$ cat config.mk
export PLATFORM = sky130hd
export DESIGN_NAME = id_ex_stage
export DESIGN_NICKNAME = d
export VERILOG_FILES = /design/src/rtl/id_ex_stage.sv
export SDC_FILE = /design/constraint.sdc
export NUM_CORES = 1
export LEC_CHECK = 0
export ABC_AREA = 1
export CAP_MARGIN = 25
export CORE_UTILIZATION = 35
export CTS_CLUSTER_DIAMETER = 50
export DETAILED_ROUTE_END_ITERATION = 6
export PLACE_DENSITY = 0.7
export SLEW_MARGIN = 25
export SYNTH_ARGS = -nofsm -noshare
export SYNTH_HDL_FRONTEND = slang
export SYNTH_SLANG_ARGS = --single-unit
$ cat constraint.sdc
create_clock -name clk -period 9.6 [get_ports clk]
set_clock_uncertainty 0.1 [all_clocks]
set_input_delay 2.88 -clock clk [delete_from_list [all_inputs] [get_ports clk]]
set_output_delay 2.88 -clock clk [all_outputs]
set_load 0.02 [all_outputs]
$ cat src/rtl/id_ex_stage.sv
// ID/EX pipeline register: single-entry valid/ready stage with operand forwarding,
// illegal-opcode folding and a saturating back-pressure counter.
module id_ex_stage (
  input  logic        clk,
  input  logic        reset,
  input  logic        In_Valid,
  output logic        In_Ready,
  input  logic [31:0] Rs1_Data,
  input  logic [31:0] Rs2_Data,
  input  logic [4:0]  Rs1_Addr,
  input  logic [4:0]  Rs2_Addr,
  input  logic [4:0]  Rd_Addr,
  input  logic [31:0] Imm,
  input  logic        ALUSrc,
  input  logic [3:0]  ALU_Control_In,
  input  logic        RegWrite_In,
  input  logic        ExMem_RegWrite,
  input  logic [4:0]  ExMem_Rd,
  input  logic [31:0] ExMem_Result,
  input  logic        MemWb_RegWrite,
  input  logic [4:0]  MemWb_Rd,
  input  logic [31:0] MemWb_Result,
  input  logic        Flush,
  output logic        Out_Valid,
  input  logic        Out_Ready,
  output logic [31:0] Op1,
  output logic [31:0] Op2,
  output logic [3:0]  ALU_Control,
  output logic [4:0]  Rd_Out,
  output logic        RegWrite_Out,
  output logic [15:0] Stall_Count
);

  logic        capture;
  logic [31:0] fwd_rs1;
  logic [31:0] fwd_rs2;
  logic [3:0]  alu_legal;

  assign In_Ready = !Out_Valid || Out_Ready;
  assign capture  = In_Valid && In_Ready && !Flush;

  // EX/MEM result is newer than MEM/WB, so it is checked first; x0 never forwards.
  always_comb begin
    fwd_rs1 = Rs1_Data;
    if (ExMem_RegWrite && (ExMem_Rd == Rs1_Addr) && (Rs1_Addr != '0))
      fwd_rs1 = ExMem_Result;
    else if (MemWb_RegWrite && (MemWb_Rd == Rs1_Addr) && (Rs1_Addr != '0))
      fwd_rs1 = MemWb_Result;
  end

  always_comb begin
    fwd_rs2 = Rs2_Data;
    if (ExMem_RegWrite && (ExMem_Rd == Rs2_Addr) && (Rs2_Addr != '0))
      fwd_rs2 = ExMem_Result;
    else if (MemWb_RegWrite && (MemWb_Rd == Rs2_Addr) && (Rs2_Addr != '0))
      fwd_rs2 = MemWb_Result;
  end

  always_comb begin
    alu_legal = ALU_Control_In;
    if (ALU_Control_In > 4'd10)
      alu_legal = '0;
  end

  always_ff @(posedge clk or posedge reset) begin
    if (reset) begin
      Out_Valid    <= 1'b0;
      Op1          <= '0;
      Op2          <= '0;
      ALU_Control  <= '0;
      Rd_Out       <= '0;
      RegWrite_Out <= 1'b0;
      Stall_Count  <= '0;
    end else begin
      if (Flush) begin
        Out_Valid <= 1'b0;
      end else if (capture) begin
        Out_Valid    <= 1'b1;
        Op1          <= fwd_rs1;
        Op2          <= ALUSrc ? Imm : fwd_rs2;
        ALU_Control  <= alu_legal;
        Rd_Out       <= Rd_Addr;
        RegWrite_Out <= RegWrite_In;
      end else if (Out_Ready) begin
        Out_Valid <= 1'b0;
      end

      if (Out_Valid && !Out_Ready && !Flush && (Stall_Count != '1))
        Stall_Count <= Stall_Count + 16'd1;
    end
  end

endmodule
==> results of run 1 <==
worst paths after layout:
path                       cells past startpoint                         end
max in group asynchronous                      3          Op2[1]$_DFFE_PP0P_
min in group asynchronous                      2  Stall_Count[4]$_DFFE_PP0P_
max                                            4                    In_Ready
max reg2reg                                    8         Op1[24]$_DFFE_PP0P_
min                                            2          Op1[0]$_DFFE_PP0P_
min reg2reg                                    2          Op1[0]$_DFFE_PP0P_
worst max-delay path: stages:
cell             delay [ps]
clkdlybuf4s50_1         450
inv_1                    40
nand2_1                 140
clkdlybuf4s50_1         640
cells in the final DEF, fill, tap and decap left out, types with 2 or more instances in the layout:
cell type	count
clkinv_4	2
xnor2_1	8
inv_2	41
a21oi_1	3
inv_1	121
nor2_1	80
nor3_1	2
nand2_1	453
buf_4	8
o211ai_1	2
nand2_2	2
nand3b_1	33
diode_2	2
xor2_1	10
nand4_1	3
o21ai_0	8
clkdlybuf4s50_1	289
inv_6	2
dfrtp_1	91
clkbuf_16	9
nor2_4	8
nand3_1	177
final cells by class:
class	count	area [um^2]	area share
inverter	163	614	0.0615
tap	234	293	0.0293
sequential	91	2280	0.228
antenna	2	5.00	0.000501
multi-input combinational	797	3570	0.357
timing repair buffer	297	2950	0.295
clock inverter	7	58.8	0.00588
clock buffer	9	225	0.0225
registers in the layout (all words and copies together), names as in the netlist:
signal	count
Rd_Out	5
Stall_Count	16
Out_Valid	1
Op1	32
Op2	32
ALU_Control	4
RegWrite_Out	1
layer usage:
layer | up-vias | routed length [um] | global-route usage | part of all wire
li1 | 3875 | - | - | -
met1 | 3443 | 11100 | 0.334 | 0.44
met2 | 289 | 11600 | 0.421 | 0.46
met3 | 44 | 1650 | 0.0469 | 0.066
met4 | 0 | 726 | 0.103 | 0.029
met5 | - | 0 | 0 | 0
power groups by stage:
| stage | Sequential [W] | Combinational [W] | Clock, W |
|---|---|---|---|
| 2_1_floorplan | 0.000565 | 0.000161 | 0 |
| 3_3_place_gp | 0.000494 | 0.000492 | 0 |
| 3_5_place_dp | 0.000495 | 0.000497 | 0 |
| 4_1_cts | 0.000489 | 0.000500 | 0.000362 |
| 5_1_grt | 0.000497 | 0.000539 | 0.000380 |
| 6_report | 0.000489 | 0.000497 | 0.000354 |
per-stage QoR:
| step | std cells | setup WS, ps | hold WS (ps) |
|---|---|---|---|
| global route | 1599 | 2410 | 401 |
| CTS | 1598 | 2460 | 383 |
| finish | 1600 | 2460 | 379 |
| detailed placement | 1582 | 2470 | 364 |
| floorplan | 1110 | 3530 | 489 |
| global placement | 1582 | 2470 | 360 |
cell families after synthesis:
family | synth area share
simple gates | 0.487
xor+xnor | 0.0234
buf+inv | 0.139
fa+ha+maj | 0.00186
compound gates | 0.0111
flops | 0.338
==> metrics.log, run 1 <==
[metrics] post-cts hold buffer count: 0
[metrics] setup violation total in the final timing report: 0
[metrics] I/O pin cnt: 290
[metrics] net count reported at finish: 1558
[metrics] Worst IR Drop VDD: 70.5 uV
[metrics] buffer count from post-CTS setup fixing: 0
[metrics] Power Density: 134 nW/um^2
[metrics] Yosys top cell by area: dfrtp_1
[metrics] final-layout fill cell count: 1896
[metrics] cell with the most instances after synthesis: nand2_1
[metrics] most used standard cells in the synthesized netlist: nand2_1, nand3_1, inv_1, dfrtp_1, nor2_1
[metrics] start point of the worst hold path: Op1[0]$_DFFE_PP0P_
[metrics] clock insertion delay at the later pin of the skew report: 350 ps
[metrics] overflow left after global routing: 0
[metrics] WL per Instance: 15.7 um
[metrics] worst setup path startpoint: Out_Ready
[metrics] max-slew headroom at the worst pin: 0.342
[metrics] share of final-layout standard cells stronger than drive strength 1: 0.0594
[metrics] number of gates resized after CTS: 0
[metrics] internal cell power: 0.000861 W
[metrics] Critical Path Source Type: primary input
[metrics] starting density of the core: 0.359
[metrics] number of DRC violations after detailed routing: 0
[metrics] Post-DP HPWL: 17.5 mm
[metrics] Pwr Total: 0.00134 W
[metrics] leading post-synthesis cells by cell area: dfrtp_1, nand2_1, nand3_1
[metrics] class of the worst hold path: flip-flop to flip-flop
[metrics] clock root buffer: clkbuf_16
[metrics] outcome: complete, no violations
[metrics] Switching Power: 0.000479 W
[metrics] clock buffer depth: 2
[metrics] sequential group share of total power: 0.365
[metrics] CP Data Required Time: 6620 ps
[metrics] aggregate global-route resource usage: 0.257
[metrics] initial antenna violation count: 2
[metrics] row count: 50
[metrics] Cell Area, Synth: 6740 um^2
[metrics] R2R Path Start: Out_Valid$_DFFE_PP0P_
[metrics] die extent in y: 141 um
[metrics] wire length of the first global-routing pass: 39.6 mm
[metrics] critical path fanouts, max: 4
[metrics] Synth Net Count: 1309
[metrics] share of the yosys chip area belonging to registers: 0.338
[metrics] DRT iter0 DRCs: 405
[metrics] worst reg-to-reg setup slack: 6890 ps
[metrics] horizontal die dimension: 141 um
[metrics] Worst Max-Slew Pin Slew: 985 ps
[metrics] leak pwr: 5.23 nW
[metrics] combinational share of power: 0.371
[metrics] min cycle time layout: 7140 ps
[metrics] layout overhead on the synthesized area: 48.3%
[metrics] EDFF count, synth: 0
[metrics] H-tree Lvls: 3
[metrics] register bit count reported by yosys: 91
[metrics] category of the worst setup path capture point: output pin
[metrics] Arr. time, crit path: 4160 ps
[metrics] Clk pwr share: 0.264
[metrics] share of total power consumed by net switching: 0.358
[metrics] Port Buffers: 289
[metrics] Clock Sink Count: 91
[metrics] proportion of synthesized flip-flops having asynchronous set or reset: 1.00
[metrics] total wirelength of the detailed-routed design: 25.1 mm
[metrics] number of nets with antenna violations after routing: 0
[metrics] post-route clock period utilization: 0.744
[metrics] Worst Setup Path Type: primary input to output pin
[metrics] fraction of synthesized cell area taken by the top area cell type: 0.338
[metrics] core box area: 18800 um^2
[metrics] Synth Warn #: 0
[metrics] max_cap viols: 0
[metrics] dominant register cell in the synthesized netlist: dfrtp_1
[metrics] Cells after Synth: 1110
[metrics] Cell variety after synth: 28
[metrics] TritonCTS clock tree: yes
[metrics] RSZ-0062 raised after global routing: no
[metrics] Pins Over Slew Limit: 0
[metrics] Design Area, Final: 9990 um^2
[metrics] TritonRoute pass-1 iters: 5
[metrics] via-per-instance ratio: 4.78
[metrics] CTS clock-pin slew for the worst setup and hold paths: 80 ps
[metrics] hold violation total from the final report: 0
[metrics] placed standard-cell area: 9710 um^2
[metrics] weighted congestion reported at the end of routability-driven placement: 0.865
[metrics] Final Core Density: 0.533
[metrics] largest net degree at the start of global routing: 65
[metrics] Synth Area per Inst: 6.07 um^2
[metrics] vias after detailed routing: 7651
[metrics] area of the die: 19800 um^2
[metrics] final setup TNS: 0 ps
[metrics] vias in the first global route: 7230
[metrics] maximum operating frequency: 0.140 GHz
[metrics] number of buffers created by CTS: 9
No activity file was read; power rests on OpenSTA's default activity.
==> run 2, diff against run 1 <==
--- a/config.mk
+++ b/config.mk
@@ -10,7 +10,7 @@
 export CORE_UTILIZATION = 35
 export CTS_CLUSTER_DIAMETER = 50
 export DETAILED_ROUTE_END_ITERATION = 6
-export PLACE_DENSITY = 0.7
+export PLACE_DENSITY = 0.73
 export SLEW_MARGIN = 25
 export SYNTH_ARGS = -nofsm -noshare
 export SYNTH_HDL_FRONTEND = slang
==> constraint.sdc (replaced) <==
create_clock -name clk -period 6.5 [get_ports clk]
set_clock_uncertainty 0.1 [all_clocks]
set_input_delay 1.95 -clock clk [delete_from_list [all_inputs] [get_ports clk]]
set_output_delay 1.95 -clock clk [all_outputs]
set_load 0.02 [all_outputs]
==> metrics.log, run 2 (synthesis gave the netlist of run 1 again) <==
[metrics] gr busiest metal: met2 (unchanged)
[metrics] R2R Path Start: Out_Valid$_DFFE_PP0P_ (unchanged)
[metrics] grt met2 use: 0.435 (was 0.421)
[metrics] wire length of the first global-routing pass: 39.9 mm (was 39.6 mm)
[metrics] number of gates resized after CTS: 0 (unchanged)
[metrics] horizontal die dimension: 141 um (unchanged)
[metrics] area of the die: 19800 um^2 (unchanged)
[metrics] leak pwr: 5.28 nW (was 5.23 nW)
[metrics] initial antenna violation count: 1 (was 2)
[metrics] final-layout fill cell count: 1878 (was 1896)
[metrics] H-tree Lvls: 3 (unchanged)
[metrics] critical path fanouts, max: 4 (unchanged)
[metrics] hold-critical path depth: 2 (unchanged)
[metrics] WL per Instance: 16.0 um (was 15.7 um)
[metrics] commonest cells after routing, fill and taps aside: nand2_1, clkdlybuf4s50_1, nand3_1, inv_1, dfrtp_1 (unchanged)
[metrics] layout overhead on the synthesized area: 49.5% (was 48.3%)
[metrics] hold violation total from the final report: 0 (unchanged)
[metrics] max-slew headroom at the worst pin: 0.417 (was 0.342)
[metrics] number of buffers created by CTS: 9 (unchanged)
[metrics] clock buffer depth: 2 (unchanged)
[metrics] antenna cells: 0 (was 2)
[metrics] RSZ-0062 raised after global routing: no (unchanged)
[metrics] core box area: 18800 um^2 (unchanged)
[metrics] final setup TNS: 0 ps (unchanged)
[metrics] depth of the worst register-to-register path: 7 (was 8)
[metrics] Arr. time, crit path: 3220 ps (was 4160 ps)
[metrics] min cycle time layout: 5270 ps
[metrics] Post-DP HPWL: 17.5 mm (about the same)
[metrics] Power Density: 204 nW/um^2 (was 134 nW/um^2)
[metrics] TritonCTS clock tree: yes (unchanged)
[metrics] via-per-instance ratio: 4.87 (was 4.78)
[metrics] number of nets with antenna violations after routing: 0 (unchanged)
[metrics] CP Data Required Time: 4450 ps (was 6620 ps)
[metrics] Worst Setup Path Type: primary input to output pin (unchanged)
[metrics] most common cell type on the critical path: clkdlybuf4s50_1 (unchanged)
[metrics] worst reg-to-reg setup slack: 4190 ps (was 6890 ps)
[metrics] met1 capacity usage during global routing: 0.334 (about the same)
[metrics] Worst IR Drop VDD: 113 uV (was 70.5 uV)
[metrics] clock root buffer: clkbuf_16 (unchanged)
[metrics] maximum operating frequency: 0.190 GHz
[metrics] Critical Path Source Type: primary input (unchanged)
[metrics] Endpoint, Worst Hold: Rd_Out[1]$_DFFE_PP0P_ (was Op1[0]$_DFFE_PP0P_)
[metrics] clock insertion delay at the later pin of the skew report: 350 ps (about the same)
[metrics] share of final-layout standard cells stronger than drive strength 1: 0.0636 (was 0.0594)
[metrics] DRT iter0 DRCs: 534 (was 405)
[metrics] outcome: complete, no violations (unchanged)
[metrics] net count reported at finish: 1563 (was 1558)
[metrics] row count: 50 (unchanged)
[metrics] total wirelength of the detailed-routed design: 25.7 mm (was 25.1 mm)
[metrics] overflow left after global routing: 0 (unchanged)
[metrics] Reg2Reg Capture Point: Op1[4]$_DFFE_PP0P_ (was Op1[24]$_DFFE_PP0P_)
[metrics] Design Area, Final: 10100 um^2 (was 9990 um^2)
[metrics] Clock Sink Count: 91 (unchanged)
[metrics] category of the worst setup path capture point: output pin (unchanged)
[metrics] met3 Track Usage GR: 0.0465 (was 0.0469)
[metrics] class of the worst hold path: flip-flop to flip-flop (unchanged)
[metrics] buffer count from post-CTS setup fixing: 0 (unchanged)
[metrics] start point of the worst hold path: Rd_Out[1]$_DFFE_PP0P_ (was Op1[0]$_DFFE_PP0P_)
[metrics] largest registers: Op1 (32), Op2 (32), Stall_Count (16) (unchanged)
[metrics] max_cap viols: 0 (unchanged)
[metrics] number of DRC violations after detailed routing: 0 (unchanged)
[metrics] CTS clock-pin slew for the worst setup and hold paths: 70 ps (was 80 ps)
[metrics] vias in the first global route: 7442 (was 7230)
[metrics] Pins Over Slew Limit: 0 (unchanged)
[metrics] placed standard-cell area: 9740 um^2 (was 9710 um^2)
[metrics] vias after detailed routing: 7805 (was 7651)
[metrics] post-cts hold buffer count: 0 (unchanged)
[metrics] post-route clock period utilization: 0.810
[metrics] weighted congestion reported at the end of routability-driven placement: 0.863 (was 0.865)
[metrics] setup violation total in the final timing report: 0 (unchanged)
[metrics] largest net degree at the start of global routing: 71 (was 65)
[metrics] I/O pin cnt: 290 (unchanged)
[metrics] most frequent standard cell in the layout excluding fill and tap cells: nand2_1 (unchanged)
[metrics] stage delay of the slowest cell on the critical path: 630 ps (was 640 ps)
[metrics] Port Buffers: 289 (unchanged)
[metrics] TritonRoute pass-1 iters: 7 (was 5)
[metrics] die extent in y: 141 um (unchanged)
[metrics] Worst Max-Slew Pin Slew: 875 ps (was 985 ps)
[metrics] series of cell instances along the critical path: clkdlybuf4s50_1 > inv_1 > nand2_1 > clkdlybuf4s50_1 (unchanged)
[metrics] aggregate global-route resource usage: 0.261 (was 0.257)
[metrics] slowest CP cell: clkdlybuf4s50_1 (unchanged)
[metrics] starting density of the core: 0.359 (unchanged)
run 2: cell types whose count changed in the layout (fill, tap and decap cells not counted), sizes merged:
cell,previous run,this run
clkinv,3,1
bufinv,0,2
buf,8,13
diode,2,0
run 2: area by class of cell:
type                    count  area, um^2  area share
multi-input cells         797        3570       0.354
flip-flops and latches     91        2280       0.226
inverters                 163         614      0.0610
well taps                 234         293      0.0291
clock buffers               9         225      0.0224
clock inverters             7         108      0.0107
repair buffers            302        2990       0.297
run 2: critical path: cells and delay by family:
family	cells	cell delay [ps]
simple gates	1	140
buf+inv	3	1130
run 2: per-layer routing:
layer  vias to the layer above  wire [um]  part of all wire
met5                         -          9           0.00035
met4                         2        686             0.027
met3                        43       1830             0.071
met2                       366      11800              0.46
met1                      3513      11400              0.44
li1                       3881          -                 -
run 2: through the flow:
step / setup WS, ps / hold slack, ps / utilization / power [W] / cells
floorplan: 2090 / 489 / - / 0.00107 / 1110
global placement: 1230 / 360 / 0.519 / 0.00146 / 1587
detailed placement: 1220 / 364 / 0.519 / 0.00147 / 1587
CTS: 1230 / 383 / 0.537 / 0.00208 / 1603
global route: 1200 / 396 / 0.537 / 0.00217 / 1603
finish: 1230 / 378 / 0.537 / 0.00206 / 1603
run 2: worst max path at each step:
stage               startpoint                    endpoint  depth (start not counted)  slack [ps]
global route         Out_Ready                    In_Ready                          4        1200
CTS                  Out_Ready                    In_Ready                          4        1230
global placement     Out_Ready                    In_Ready                          4        1230
finish               Out_Ready                    In_Ready                          4        1230
floorplan                reset  ALU_Control[0]$_DFFE_PP0P_                          1        2090
detailed placement   Out_Ready                    In_Ready                          4        1220
run 2: power by group:
group	switching, W	leakage (nW)	internal, W
sequential	0.0000656	1.14	0.000655
combinational	0.000388	3.98	0.000352
clock	0.000252	0.160	0.000345
total	0.000705	5.28	0.00135
==> run 3, diff against run 2 <==
--- a/config.mk
+++ b/config.mk
@@ -10,7 +10,7 @@
 export CORE_UTILIZATION = 35
 export CTS_CLUSTER_DIAMETER = 50
 export DETAILED_ROUTE_END_ITERATION = 6
-export PLACE_DENSITY = 0.73
+export PLACE_DENSITY = 0.7
 export SLEW_MARGIN = 25
 export SYNTH_ARGS = -nofsm -noshare
 export SYNTH_HDL_FRONTEND = slang
==> constraint.sdc (replaced) <==
create_clock -name clk -period 5 [get_ports clk]
set_clock_uncertainty 0.1 [all_clocks]
set_input_delay 1.5 -clock clk [delete_from_list [all_inputs] [get_ports clk]]
set_output_delay 1.5 -clock clk [all_outputs]
set_load 0.02 [all_outputs]
==> metrics.log, run 3 (synthesis gave the netlist of run 1 again) <==
[metrics] number of nets with antenna violations after routing: 0 (unchanged)
[metrics] share of final-layout standard cells stronger than drive strength 1: 0.0621 (was 0.0636)
[metrics] CTS clock-pin slew for the worst setup and hold paths: 70 ps (about the same)
[metrics] starting density of the core: 0.359 (unchanged)
[metrics] TritonRoute pass-1 iters: 5 (was 7)
[metrics] I/O pin cnt: 290 (unchanged)
[metrics] wire length of the first global-routing pass: 40.7 mm (was 39.9 mm)
[metrics] largest net degree at the start of global routing: 92 (was 71)
[metrics] Worst Max-Slew Pin Slew: 868 ps (was 875 ps)
[metrics] vias in the first global route: 7601 (was 7442)
[metrics] clock root buffer: clkbuf_16 (unchanged)
[metrics] Worst Setup Path Type: primary input to output pin (unchanged)
[metrics] Worst IR Drop VDD: 144 uV (was 113 uV)
[metrics] critical path fanouts, max: 4 (unchanged)
[metrics] DRT iter0 DRCs: 512 (was 534)
[metrics] routed wl met3: 1.96 mm (was 1.83 mm)
[metrics] number of buffers created by CTS: 9 (unchanged)
[metrics] Power Density: 260 nW/um^2 (was 204 nW/um^2)
[metrics] commonest cells after routing, fill and taps aside: nand2_1, clkdlybuf4s50_1, nand3_1, inv_1, dfrtp_1 (unchanged)
[metrics] placement-stage worst setup slack: 494 ps (was 1220 ps)
[metrics] net count reported at finish: 1563 (unchanged)
[metrics] Arr. time, crit path: 2760 ps (was 3220 ps)
[metrics] row count: 50 (unchanged)
[metrics] category of the worst setup path capture point: output pin (unchanged)
[metrics] final setup TNS: 0 ps (unchanged)
[metrics] Post-DP HPWL: 18.5 mm (was 17.5 mm)
[metrics] most common cell type on the critical path: clkdlybuf4s50_1 (unchanged)
[metrics] Pins Over Slew Limit: 0 (unchanged)
[metrics] vias after detailed routing: 7858 (was 7805)
[metrics] post-layout worst setup margin: 645 ps (was 1230 ps)
[metrics] total wirelength of the detailed-routed design: 25.7 mm (about the same)
[metrics] via-per-instance ratio: 4.90 (was 4.87)
[metrics] overflow left after global routing: 0 (unchanged)
[metrics] slowest CP cell: clkdlybuf4s50_1 (unchanged)
[metrics] Sequential cell area: 2280 um^2 (unchanged)
[metrics] layout overhead on the synthesized area: 49.5% (unchanged)
[metrics] min cycle time layout: 4360 ps
[metrics] number of DRC violations after detailed routing: 0 (unchanged)
[metrics] final hold slack: 377 ps (was 378 ps)
[metrics] outcome: complete, no violations (unchanged)
[metrics] buffer count from post-CTS setup fixing: 0 (unchanged)
[metrics] Highest Signal Layer: met5 (unchanged)
[metrics] footprint of the multi-input gates: 3570 um^2 (unchanged)
[metrics] CP Data Required Time: 3400 ps (was 4450 ps)
[metrics] clock buffer depth: 2 (unchanged)
[metrics] max_cap viols: 0 (unchanged)
[metrics] series of cell instances along the critical path: clkdlybuf4s50_1 > inv_1 > nand2_1 > clkdlybuf4s50_1 (unchanged)
[metrics] horizontal die dimension: 141 um (unchanged)
[metrics] setup violation total in the final timing report: 0 (unchanged)
[metrics] RSZ-0062 raised after global routing: no (unchanged)
[metrics] Critical Path Source Type: primary input (unchanged)
[metrics] core box area: 18800 um^2 (unchanged)
[metrics] most frequent standard cell in the layout excluding fill and tap cells: nand2_1 (unchanged)
[metrics] final-layout fill cell count: 1907 (was 1878)
[metrics] aggregate global-route resource usage: 0.264 (was 0.261)
[metrics] H-tree Lvls: 3 (unchanged)
[metrics] TritonCTS clock tree: yes (unchanged)
[metrics] wire length on met2: 12.0 mm (was 11.8 mm)
[metrics] Clock Sink Count: 91 (unchanged)
[metrics] hold violation total from the final report: 0 (unchanged)
[metrics] WL per Instance: 16.0 um (about the same)
[metrics] area of the die: 19800 um^2 (unchanged)
[metrics] length of routed wiring on met1: 11.0 mm (was 11.4 mm)
[metrics] die extent in y: 141 um (unchanged)
[metrics] Port Buffers: 289 (unchanged)
[metrics] Final Core Density: 0.537 (unchanged)
[metrics] post-route clock period utilization: 0.871
[metrics] initial antenna violation count: 3 (was 1)
[metrics] leak pwr: 5.27 nW (was 5.28 nW)
[metrics] post-cts hold buffer count: 0 (unchanged)
[metrics] stage delay of the slowest cell on the critical path: 630 ps (about the same)
[metrics] weighted congestion reported at the end of routability-driven placement: 0.918 (was 0.863)
[metrics] clock insertion delay at the later pin of the skew report: 350 ps (about the same)
[metrics] maximum operating frequency: 0.230 GHz
[metrics] number of gates resized after CTS: 0 (unchanged)
[metrics] max-slew headroom at the worst pin: 0.420 (was 0.417)
[metrics] largest registers: Op1 (32), Op2 (32), Stall_Count (16) (unchanged)
[metrics] class of the worst hold path: flip-flop to flip-flop (unchanged)
run 3: report_power, final:
part | switching, W | internal [W]
Combinational | 0.000504 | 0.000459
Clock | 0.000325 | 0.000394
Sequential | 0.0000872 | 0.000852
run 3: final timing paths:
check,endpoint,depth (start not counted),startpoint,slack [ps]
setup / recovery,In_Ready,4,Out_Ready,640
setup reg to reg,Stall_Count[1]$_DFFE_PP0P_,9,Stall_Count[0]$_DFFE_PP0P_,2950
min in group asynchronous,Rd_Out[3]$_DFFE_PP0P_,3,reset,1540
max in group asynchronous,Op1[27]$_DFFE_PP0P_,3,reset,2860
hold / removal,Rd_Out[3]$_DFFE_PP0P_,2,Rd_Out[3]$_DFFE_PP0P_,380
hold reg to reg,Rd_Out[3]$_DFFE_PP0P_,2,Rd_Out[3]$_DFFE_PP0P_,380
run 3: area by class of cell:
type,count,area share
Antenna cell,2,0.000497
Clock buffer,10,0.0227
Clock inverter,6,0.00733
Inverter,163,0.0610
Multi-Input combinational cell,797,0.354
Sequential cell,91,0.226
Tap cell,234,0.0291
Timing Repair Buffer,302,0.299
run 3: per-stage QoR:
step           area, um^2  instances  total power (W)
2_1_floorplan        6740       1110          0.00139
3_3_place_gp         9770       1587          0.00190
3_5_place_dp         9770       1587          0.00191
4_1_cts             10100       1603          0.00264
5_1_grt             10100       1604          0.00276
6_report            10100       1605          0.00262
run 3: critical path: cells and delay by family:
family                 cells  cell delay, ps
buffers and inverters      3            1110
and+or+nand+nor            1             140
run 3: per-layer routing:
metal | up-vias | GRT usage
met5 | - | 0
li1 | 3888 | -
met4 | 2 | 0.0944
met1 | 3545 | 0.340
met3 | 56 | 0.0465
met2 | 367 | 0.442
